==> config.mk <==
export PLATFORM = sky130hd
export DESIGN_NAME = fb_swap_ctrl
export DESIGN_NICKNAME = d
export VERILOG_FILES = /design/src/rtl/fb_swap_ctrl.sv
export SDC_FILE = /design/constraint.sdc
export NUM_CORES = 1
export LEC_CHECK = 0
export CELL_PAD_IN_SITES_DETAIL_PLACEMENT = 1
export CELL_PAD_IN_SITES_GLOBAL_PLACEMENT = 1
export CORE_MARGIN = 2
export CORE_UTILIZATION = 42
export DETAILED_ROUTE_END_ITERATION = 7
export PLACE_DENSITY_LB_ADDON = 0.1
export SLEW_MARGIN = 20
export SYNTH_ARGS = -nofsm -noshare
export SYNTH_HDL_FRONTEND = slang
export SYNTH_SLANG_ARGS = --single-unit
export TNS_END_PERCENT = 100
==> constraint.sdc <==
create_clock -name aclk -period 2.6 [get_ports aclk]
set_clock_uncertainty 0.05 [all_clocks]
set_input_delay 0.52 -clock aclk [delete_from_list [all_inputs] [get_ports aclk]]
set_output_delay 0.52 -clock aclk [all_outputs]
set_load 0.01 [all_outputs]
==> src/rtl/fb_swap_ctrl.sv <==
// Double-buffer swap controller: hands the finished frame to the display,
// waits for the swap/swapped handshake, then flips the render target.
module fb_swap_ctrl #(
  parameter logic [31:0] FB_ADDR_0      = 32'h01E00000,
  parameter logic [31:0] FB_ADDR_1      = 32'h01F2C000,
  parameter int unsigned TIMEOUT_CYCLES = 1048576
) (
  input  logic        aclk,
  input  logic        resetn,
  input  logic        commit_valid,
  output logic        commit_ready,
  output logic [31:0] renderAddr,
  output logic        renderEnable,
  output logic        swap,
  output logic [31:0] fbAddr,
  input  logic        swapped,
  output logic [15:0] frameCount,
  output logic        swapError
);

  localparam int CNT_W = $clog2(TIMEOUT_CYCLES);
  localparam logic [CNT_W-1:0] CNT_LAST = CNT_W'(TIMEOUT_CYCLES - 1);

  typedef enum logic [1:0] {IDLE, REQ, REL} state_t;

  state_t           state_reg;
  logic [CNT_W-1:0] timer_reg;
  logic [31:0]      prev_addr_reg;
  logic             timer_done;
  logic [31:0]      flipped_addr;

  assign timer_done   = (timer_reg == CNT_LAST);
  assign flipped_addr = (renderAddr == FB_ADDR_0) ? FB_ADDR_1 : FB_ADDR_0;
  assign commit_ready = (state_reg == IDLE) && swapped;

  always_ff @(posedge aclk or negedge resetn) begin
    if (!resetn) begin
      state_reg     <= IDLE;
      timer_reg     <= '0;
      prev_addr_reg <= FB_ADDR_0;
      swap          <= 1'b0;
      fbAddr        <= FB_ADDR_0;
      renderAddr    <= FB_ADDR_1;
      renderEnable  <= 1'b1;
      frameCount    <= 16'd0;
      swapError     <= 1'b0;
    end else begin
      case (state_reg)
        IDLE: begin
          if (commit_valid && commit_ready) begin
            fbAddr       <= renderAddr;
            swap         <= 1'b1;
            renderEnable <= 1'b0;
            timer_reg    <= '0;
            state_reg    <= REQ;
          end
        end
        REQ: begin
          if (!swapped) begin
            // Display has latched fbAddr; it is now the displayed buffer.
            swap          <= 1'b0;
            prev_addr_reg <= fbAddr;
            timer_reg     <= '0;
            state_reg     <= REL;
          end else if (timer_done) begin
            swap         <= 1'b0;
            swapError    <= 1'b1;
            renderEnable <= 1'b1;
            fbAddr       <= prev_addr_reg;
            timer_reg    <= '0;
            state_reg    <= IDLE;
          end else begin
            timer_reg <= timer_reg + 1'b1;
          end
        end
        REL: begin
          // A stuck release still completes the flip: the display already owns the new buffer.
          if (swapped || timer_done) begin
            if (!swapped) swapError <= 1'b1;
            renderAddr   <= flipped_addr;
            frameCount   <= frameCount + 16'd1;
            renderEnable <= 1'b1;
            timer_reg    <= '0;
            state_reg    <= IDLE;
          end else begin
            timer_reg <= timer_reg + 1'b1;
          end
        end
        default: begin
          timer_reg <= '0;
          state_reg <= IDLE;
        end
      endcase
    end
  end

endmodule

### After elaboration in Yosys (flattened, before gate mapping)

Cells that the tools add are included.

* div/mod/pow operators: 0
* muxes and demuxes: 27
* $mul: 0
* reduce and logical (&&, ||, !) cells: 14
* $add $sub $neg: 2
* bitwise operators: 1
* shift-type cells: 0
* eq/ne operators: 10
* order comparisons: 0

Operators with widths (count)
* $mux W32: 3
* $mux W20: 4
* $pmux W32 S2: 1
* $pmux W20 S3: 1
* $eq A32 B25 Y1 const B: 1
* $mux W21: 1
* $add A20 B1 Y20 const B: 1
* $eq A20 B20 Y1 const B: 1
* $add A16 B1 Y16 const B: 1
* $reduce_and A5 Y1: 2
* $mux W1: 9
* $mux W2: 4
* $ne A2 B2 Y1 const B: 4
* $pmux W2 S3: 1
* $reduce_and A3 Y1: 2
* $pmux W1 S2: 2
* $reduce_and A2 Y1: 2
* $reduce_and A4 Y1: 1
* $reduce_bool A2 Y1: 2
* $ne A3 B3 Y1 const B: 1
* $pmux W1 S3: 1
* $reduce_bool A3 Y1: 1
* $eq A2 B1 Y1 const B: 1
* $eq A2 B2 Y1 const B: 1
* other kinds (5): 6

* latch bits: 0
* memories: 0
* flip-flop bits (word level): 137
* RAM bits: 0
* bits of input ports: 4
* memory bits (read-only): 0
* output and inout port bits: 84

### Longest topological paths before layout

* word-level depth: 5
* depth in mapped cells: 9
* mapped depth without buffers: 7

### Least setup slack after synthesis

OpenSTA, ideal clock, no wires.

* path type: flip-flop to flip-flop
* start: reg timer_reg[0]
* end: reg fbAddr[14]
* arrival: 2.037 ns
* required time: 2.425 ns
* cell stages (with the launch flop): 7
* clock period less this slack: 2.212 ns
* path slack: 0.388 ns
* cell sequence: dfrtp_1 ha_1 nand3_1 nor2_1 nand2_4 a211oi_4 mux2_2

* longest elaborated chain between the ends: 3

RTL lines
* start: declaration: line 27 `logic [CNT_W-1:0] timer_reg;`
* start signal: assignment: line 73 `timer_reg <= timer_reg + 1'b1;`
* start signal: assignment: line 86 `timer_reg <= timer_reg + 1'b1;`
* $eq A20 B20 Y1: line 32 `assign timer_done = (timer_reg == CNT_LAST);`
* $ne A2 B2 Y1 (no source line)
* $reduce_and A4 Y1 (no source line)
* end signal: assignment: line 51 `fbAddr <= renderAddr;`
* end signal: assignment: line 69 `fbAddr <= prev_addr_reg;`
* end: declaration: line 15 `output logic [31:0] fbAddr,`

Every way passes these cells.
A chain may end at the register's enable or synchronous reset.

### Worst setup path in the final report

* start: in swapped
* end: out commit_ready

* longest elaborated chain between the ends: 1

RTL lines
* start: declaration: line 16 `input logic swapped,`
* $logic_and A1 B1 Y1: line 34 `assign commit_ready = (state_reg == IDLE) && swapped;`
* end: declaration: line 11 `output logic commit_ready,`

Every way passes these cells.

==> impl_metrics.env <==
export IMPL_status="finished clean"
export IMPL_yosys_area_top_type_share=0.493
export IMPL_synth_edf_count=0
export IMPL_seq_area_um2=2670
export IMPL_finalSetupTns_ps=0
export IMPL_synth_avg_cell_area_um2=11.9
export IMPL_wl_per_cell_um=17.3
export IMPL_worstReg2RegStart="timer_reg[9]"
export IMPL_synthFlopType="dfrtp_1"
export IMPL_crit_top_cell="clkdlybuf4s50_1"
export IMPL_p_int_w=0.00325
export IMPL_maxCapViolations=0
export IMPL_yosysTopAreaCell="dfrtp_1"
export IMPL_powerDensity_nw_per_um2=813
export IMPL_period_share=0.957
export IMPL_netlist_area_um2=4870
export IMPL_vias=3319
export IMPL_numPortBuffers=59
export IMPL_fmax_mhz=402
export IMPL_gp_congestion=0.803
export IMPL_grt_pass1_wl_um=18700
export IMPL_clockPowerShare=0.290
export IMPL_grt_max_degree=47
export IMPL_cp_arrival_ps=1920
export IMPL_tightest_slew_ps=528
export IMPL_clk_latency_ps=350
export IMPL_core_area_um2=11400
export IMPL_reg2reg_depth=5
export IMPL_multi_input_area_um2=1980
export IMPL_grt_pass1_vias=3610
export IMPL_fin_hold_ws_ps=101
export IMPL_rows=39
export IMPL_ant_nets=0
export IMPL_grt_util_all_layers=0.186
export IMPL_power_frac_comb=0.309
export IMPL_grt_ovfl_total=0
export IMPL_dp_hpwl_um=7230
export IMPL_vias_per_cell=5.27
export IMPL_yosysWarnings=0
export IMPL_htree_levels=3
export IMPL_worst_path_buf_inv=2
export IMPL_ir_drop_v=0.000544
export IMPL_drive_gt1_frac=0.197
export IMPL_cp_required_ps=2030
export IMPL_post_cts_buffers=0
export IMPL_critPathMaxStageDelay_ps=670
export IMPL_hold_viol=0
export IMPL_cp_slowest_cell="clkdlybuf4s50_1"
export IMPL_min_path_type="in -> async"
export IMPL_yosys_cell_types_count=47
export IMPL_antenna_found_initial=0
export IMPL_syn_inst=411
export IMPL_die_h_um=112
export IMPL_ios=88
export IMPL_slew_limit_headroom=0.648
export IMPL_drt_iter0_markers=115
export IMPL_r2r_end="fbAddr[14]"
export IMPL_switchingPower_w=0.00158
export IMPL_end_kind="primary output"
export IMPL_ys_ff_latch=106
export IMPL_die_area_um2=12500
export IMPL_cts_buffers=9
export IMPL_start_util=0.429
export IMPL_crit_path_cell_trace="clkdlybuf4s50_1, and2_1, clkdlybuf4s50_1"
export IMPL_n_antenna_cell=0
export IMPL_cts_clk_slew_worst_paths_ps=70
export IMPL_cts_sinks=106
export IMPL_cts_resized_gates=0
export IMPL_dr_pass1_iters=4
export IMPL_start_kind="input port"
export IMPL_n_fill_cell=1200
export IMPL_setup_viol=0
export IMPL_drc=0
export IMPL_path_delay_family="buffers and inverters"
export IMPL_power_leakage_nw=2.71
export IMPL_synth_area_leaders="dfrtp_1 (49%), mux2_2 (9.2%), dfstp_2 (5.4%)"
export IMPL_cts_buffer_depth=2
export IMPL_wl_um=10900
export IMPL_cts_tree="built"
export IMPL_critPathMaxFanout=10
export IMPL_reg2reg_slack_ps=270
export IMPL_num_nets_final=493
export IMPL_critPathKind="in -> out"
export IMPL_rsz0062_at_grt="false"
export IMPL_min_period_ps=2490
export IMPL_final_max_slew_viol_count=0
export IMPL_area_delta_synth_final_pct=21.7
export IMPL_cts_hold_buffers=0
export IMPL_yosysSeqAreaShare=0.547
export IMPL_synthArstFlopShare=1.00
export IMPL_swShare=0.327
export IMPL_die_width_um=112
export IMPL_pwr_share_seq=0.400
export IMPL_cts_root_buffer="clkbuf_16"
==> worst max-delay path by stage <==
| stage | depth (start not counted) | slack, ps | startpoint | to |
|---|---|---|---|---|
| 2_1_floorplan | 6 | 390 | timer_reg[0] | fbAddr[14] |
| 3_3_place_gp | 7 | 50 | swapped | timer_reg[11] |
| 3_5_place_dp | 6 | -10 | swapped | timer_reg[18] |
| 4_1_cts | 3 | 100 | swapped | commit_ready |
| 5_1_grt | 3 | 50 | swapped | commit_ready |
| 6_report | 3 | 110 | swapped | commit_ready |
==> placed cells by master (no fill, tap or decap), types with 5 or more instances in the layout <==
| master | synthesis | layout |
|---|---|---|
| a22o_1 | 27 | 27 |
| and2_1 | 6 | 6 |
| xor2_1 | 12 | 12 |
| nor2_1 | 16 | 15 |
| nand3_1 | 21 | 21 |
| mux2_2 | 40 | 40 |
| dfstp_2 | 10 | 10 |
| xnor2_1 | 10 | 10 |
| conb_1 | 2 | 28 |
| inv_1 | 6 | 6 |
| o21ai_0 | 11 | 11 |
| nor3_1 | 5 | 5 |
| o31ai_1 | 6 | 6 |
| clkdlybuf4s50_1 | 0 | 58 |
| ha_1 | 7 | 7 |
| a21oi_1 | 6 | 6 |
| clkbuf_16 | 0 | 9 |
| and3_1 | 5 | 5 |
| nand2_1 | 33 | 33 |
| buf_4 | 31 | 19 |
| nand4_1 | 10 | 10 |
| dfrtp_1 | 96 | 96 |
==> metal layers <==
metal	track usage	part of all wire	wire length, µm	vias to the layer above
met5	0	0	0	-
met4	0.0461	0.011	115	0
met3	0.0506	0.037	407	10
met2	0.285	0.46	4990	58
met1	0.266	0.49	5360	1706
li1	-	-	-	1545
==> logic make-up (layout without fill, tap and decap cells) <==
group | after synthesis | in the layout | synth area share
buffers and inverters | 52 | 102 | 0.0680
other | 2 | 28 | 0.00154
DFF | 106 | 106 | 0.547
AOI/OAI and AO/OA | 71 | 71 | 0.114
xor gates and xnor gates | 22 | 22 | 0.0395
adders and majority gates | 7 | 7 | 0.0180
muxes | 41 | 41 | 0.0945
and+or+nand+nor | 110 | 110 | 0.117
==> power by group through the flow <==
| stage | sequential, W | clock (W) | combinational [W] |
|---|---|---|---|
| 3_3_place_gp | 0.00195 | 0 | 0.00147 |
| 5_1_grt | 0.00196 | 0.00151 | 0.00165 |
| 6_report | 0.00193 | 0.00140 | 0.00149 |
| 3_5_place_dp | 0.00196 | 0 | 0.00150 |
| 4_1_cts | 0.00193 | 0.00145 | 0.00151 |
| 2_1_floorplan | 0.00196 | 0 | 0.000925 |
==> area by class of cell <==
class / count / area share
Clock inverter: 5 / 0.0103
Sequential cell: 106 / 0.449
Inverter: 6 / 0.00380
Tap cell: 143 / 0.0302
Timing Repair Buffer: 80 / 0.132
Clock buffer: 11 / 0.0409
Multi-Input combinational cell: 279 / 0.333
==> metrics by stage <==
stage	cells	cell area [µm²]	worst slack [ps]	utilization	total power [W]
finish	630	5930	113	0.522	0.00482
CTS	630	5930	98.5	0.522	0.00490
detailed placement	614	5630	-12.1	0.495	0.00346
floorplan	437	4970	388	-	0.00289
global route	630	5930	45.4	0.522	0.00511
global placement	614	5630	53.1	0.495	0.00342
==> cells in the mapped netlist (2+ instances only) <==
cell type / n
and3_1: 5
inv_1: 6
o21ai_0: 11
clkbuf_1: 8
buf_4: 31
nand4_1: 10
xor2_1: 12
dfrtp_1: 96
xnor2_1: 10
nor4_1: 3
a22o_1: 27
buf_6: 2
o31ai_1: 6
buf_2: 4
nor2b_1: 2
and2_1: 6
nand2_1: 33
o22ai_1: 2
nor2_1: 16
a31oi_1: 3
a21oi_1: 6
o41ai_1: 2
o22a_1: 4
ha_1: 7
nor3_1: 5
and4_1: 2
conb_1: 2
a211oi_1: 3
dfstp_2: 10
mux2_2: 40
nand3_1: 21
==> worst reg2reg max path: stages (launching register included) <==
cell	delay [ps]
dfrtp_1	470
nand4_2	190
nor4_4	510
nand2_4	170
a211oi_4	440
mux2_2	390
Note: power is estimated with default switching activity, not from simulation.
